$ cat src/rtl/rf_wport_arbiter.sv
// Register-file write-port arbiter: main pipeline (A) preferred, long-latency unit (B) protected by a starvation counter.
// Optional combinational bypass of the registered write stage when WPORT_BYPASS_EN is defined.
module rf_wport_arbiter #(
    parameter int ADDR_W     = 5,
    parameter int DATA_W     = 32,
    parameter int STARVE_MAX = 3
) (
    input  logic              clk,
    input  logic              rst_n,
    input  logic              en,
    input  logic              a_valid,
    input  logic [ADDR_W-1:0] a_addr,
    input  logic [DATA_W-1:0] a_data,
    output logic              a_ready,
    input  logic              b_valid,
    input  logic [ADDR_W-1:0] b_addr,
    input  logic [DATA_W-1:0] b_data,
    output logic              b_ready,
    output logic              rf_en,
    output logic              rf_we,
    output logic [ADDR_W-1:0] rf_addr,
    output logic [DATA_W-1:0] rf_data
`ifdef WPORT_BYPASS_EN
    ,
    input  logic [ADDR_W-1:0] byp_q_a,
    input  logic [ADDR_W-1:0] byp_q_b,
    output logic              byp_hit_a,
    output logic              byp_hit_b,
    output logic [DATA_W-1:0] byp_data
`endif
);

    localparam logic [3:0] STARVE_LIM = 4'(STARVE_MAX);

    logic       stage_valid;
    logic [3:0] starve_cnt;
    logic       b_forced;

    // B overrides A only once it has been refused STARVE_MAX times in a row
    always_comb begin
        b_forced = (starve_cnt >= STARVE_LIM);
        a_ready  = en && a_valid && !(b_valid && b_forced);
        b_ready  = en && b_valid && !(a_valid && !b_forced);
    end

    always_ff @(posedge clk or negedge rst_n) begin
        if (!rst_n) begin
            stage_valid <= 1'b0;
            rf_addr     <= '0;
            rf_data     <= '0;
        end else if (en) begin
            if (a_ready) begin
                stage_valid <= 1'b1;
                rf_addr     <= a_addr;
                rf_data     <= a_data;
            end else if (b_ready) begin
                stage_valid <= 1'b1;
                rf_addr     <= b_addr;
                rf_data     <= b_data;
            end else begin
                stage_valid <= 1'b0;
            end
        end
    end

    always_ff @(posedge clk or negedge rst_n) begin
        if (!rst_n) begin
            starve_cnt <= '0;
        end else if (en) begin
            if (b_valid && !b_ready)
                starve_cnt <= b_forced ? STARVE_LIM : starve_cnt + 4'd1;
            else
                starve_cnt <= '0;
        end
    end

    always_comb begin
        rf_en = en;
        rf_we = stage_valid;
    end

`ifdef WPORT_BYPASS_EN
    always_comb begin
        byp_hit_a = stage_valid && (rf_addr != '0) && (rf_addr == byp_q_a);
        byp_hit_b = stage_valid && (rf_addr != '0) && (rf_addr == byp_q_b);
        byp_data  = rf_data;
    end
`endif

endmodule
$ cat config.mk
export PLATFORM = sky130hd
export DESIGN_NAME = rf_wport_arbiter
export DESIGN_NICKNAME = d
export VERILOG_FILES = /design/src/rtl/rf_wport_arbiter.sv
export SDC_FILE = /design/constraint.sdc
export NUM_CORES = 1
export LEC_CHECK = 0
export CORE_MARGIN = 3
export CORE_UTILIZATION = 35
export CTS_CLUSTER_SIZE = 20
export DETAILED_ROUTE_END_ITERATION = 16
export DONT_BUFFER_PORTS = 1
export PLACE_DENSITY = 0.58
export REMOVE_ABC_BUFFERS = 1
export SLEW_MARGIN = 20
export SYNTH_ARGS = -nofsm -noshare
export SYNTH_HDL_FRONTEND = slang
export SYNTH_SLANG_ARGS = --single-unit
export TNS_END_PERCENT = 10
$ cat constraint.sdc
create_clock -name clk -period 2.6 [get_ports clk]
set_input_delay 0.52 -clock clk [delete_from_list [all_inputs] [get_ports clk]]
set_output_delay 0.52 -clock clk [all_outputs]
set_load 0.05 [all_outputs]
==> flow_metrics.tcl <==
set metrics [dict create \
    nFillCells 541 \
    num_antenna_cells 0 \
    final-hold-violation-count 0 \
    p_clk_frac 0.249 \
    vdd_drop_max_v 0.000336 \
    slew_headroom 0.656 \
    p_sw_frac 0.392 \
    slew_violations 0 \
    cts_setup_buffers 0 \
    root_buffer "clkbuf_8" \
    layout-drive-gt1-share 0.131 \
    critPathLaunchType "flip-flop" \
    route.detailed.drc 0 \
    seqPwrFrac 0.620 \
    cts_tree "done" \
    drt_iter0_drc 73 \
    io_pins 120 \
    syn_to_final_growth_pct 5.87 \
    clock.fmax_mhz 478 \
    htreeDepth 2 \
    p_int_w 0.00108 \
    grt_pass1_wl_mm 7.69 \
    syn_area_per_cell_sq_um 12.8 \
    drv_cap 0 \
    setup.worst_path.class "reg2out" \
    cts_made_buffers 5 \
    start_util 0.366 \
    nets 232 \
    die_area_sq_um 6740 \
    syn_area_sq_um 2030 \
    clk_pin_slew_worst_paths_ns 0.09 \
    place.gp.congestion 0.655 \
    rsz0062_at_grt "false" \
    wl_per_cell_um 23.7 \
    min_period_ns 2.09 \
    synth_edf_count 0 \
    hold_path.class "in2async" \
    finalCritPeriodShare 0.804 \
    place_area_sq_um 2030 \
    first_pass_iters 4 \
    fin_worst_skew_ns 0.0117 \
    preCtsSetupSlack_ns 0.829 \
    die_h_um 82.1 \
    viasPerCell 6.57 \
    crit_arrival_ns 1.57 \
    pwr_density_cell_nw_per_um2 826 \
    mostFrequentLayoutCells "dfrtp_1 (42), a32o_1 (37), a31o_1 (37)" \
    final_common_cell "dfrtp_1" \
    fp.coreArea_sq_um 5540 \
    synth_cell_types 22 \
    synthFlopType "dfrtp_1" \
    io_buffer_count 0 \
    design_area_sq_um 2140 \
    power_switching_w 0.000694 \
    grt_overflow_total 0 \
    crit_required_ns 2.08 \
    routed_wl_mm 5.34 \
    grt_max_degree 43 \
    tightestPinTransition_ns 0.516 \
    clkLatencyLatePin_ns 0.29 \
    track_usage 0.155 \
    antenna_found_initial 0 \
    ys_ff_latch 42 \
    setup_ws_ns 0.509 \
    grt_pass1_vias 1443 \
    p_leak_nw 0.837 \
    dpl.hpwl_mm 3.69 \
    setup_viol 0 \
    detail-route-antenna-nets 0 \
    num_rows 27 \
    cts_buffer_depth 2 \
    status "completed" \
    cts_resized 0 \
    async_flop_share 1.00 \
    pwr-share-comb 0.131 \
    worstPathMaxFanout 3 \
    post-route-util 0.387 \
    ys_seq_area_frac 0.519 \
    route.vias.total 1478 \
    cts_sinks 42 \
    fp.dieW_um 82.1 \
    synth_cells 158 \
    ys_warn_count 0 \
    cp-end-kind "primary output" \
    cts_hold_buf 1 \
]
## metal layers
layer,GRT usage,vias to the layer above,wire length [um]
met2,0.259,92,2800
met1,0.179,738,1870
met3,0.0669,8,584
met5,0,-,0
li1,-,640,-
met4,0.0498,0,87
## synth_stat cells, types with 2 or more instances
cell / n / area, sq um
o21ai_1: 2 / 10.0
buf_4: 2 / 15.0
nand2_1: 3 / 11.3
nor2b_1: 2 / 12.5
dfrtp_1: 42 / 1050
clkbuf_1: 5 / 18.8
inv_1: 2 / 7.51
a31o_1: 37 / 324
buf_6: 8 / 90.1
buf_2: 7 / 35.0
a32o_1: 37 / 370
## cells by family after synthesis
logic type                 count (synthesis)  share of synthesized area
adders and majority gates                  1                    0.00618
AOI/OAI and AO/OA                         81                      0.367
and+or+nand+nor                            9                     0.0241
buffers and inverters                     25                     0.0840
DFF                                       42                      0.519
## power by group through the flow
stage               Combinational, W  Sequential [W]  Clock, W
floorplan                   0.000176         0.00109         0
global placement            0.000205         0.00111         0
detailed placement          0.000220         0.00111         0
CTS                         0.000236         0.00110  0.000463
global route                0.000257         0.00111  0.000494
finish                      0.000233         0.00110  0.000441
## path summary, 6_finish.rpt
path                               startpoint       endpoint  slack, ns  depth (start not counted)
worst max register to register  starve_cnt[0]    rf_data[13]       0.84                          5
min in group clk                           en  starve_cnt[3]       0.30                          1
max in group asynchronous               rst_n     rf_addr[1]       2.32                          1
worst min register to register  starve_cnt[0]  starve_cnt[0]       0.53                          1
worst min-delay path                    rst_n     rf_data[9]       0.06                          1
worst max-delay path            starve_cnt[0]        a_ready       0.51                          5
## registers in the layout, summed over array words and instances, names as in the netlist
register,count
rf_addr,5
starve_cnt,4
rf_data,32
rf_we,1
## layout make-up
| class | instances | area (sq um) | share of cell area |
|---|---|---|---|
| clock buffers | 7 | 86.3 | 0.0403 |
| clock inverters | 1 | 8.76 | 0.00408 |
| inverters | 3 | 11.3 | 0.00525 |
| multi-input cells | 91 | 817 | 0.381 |
| flip-flops and latches | 42 | 1050 | 0.490 |
| well taps | 72 | 90.1 | 0.0420 |
| repair buffers | 9 | 80.1 | 0.0373 |
## through the flow
stage          hold WS [ns]  TNS, ns  cells  power [W]
2_1_floorplan         0.224   -33.24    136    0.00127
3_3_place_gp          0.226        0    216    0.00132
3_5_place_dp          0.225        0    216    0.00133
4_1_cts              0.0587        0    225    0.00180
5_1_grt              0.0572        0    225    0.00186
6_report             0.0560        0    225    0.00177
## critical path, stage by stage (launching register included)
cell,delay (ns)
dfrtp_1,0.41
ha_1,0.25
o31ai_4,0.27
nand2_1,0.11
inv_2,0.05
buf_4,0.18
Note: power is estimated with default switching activity, not from simulation.
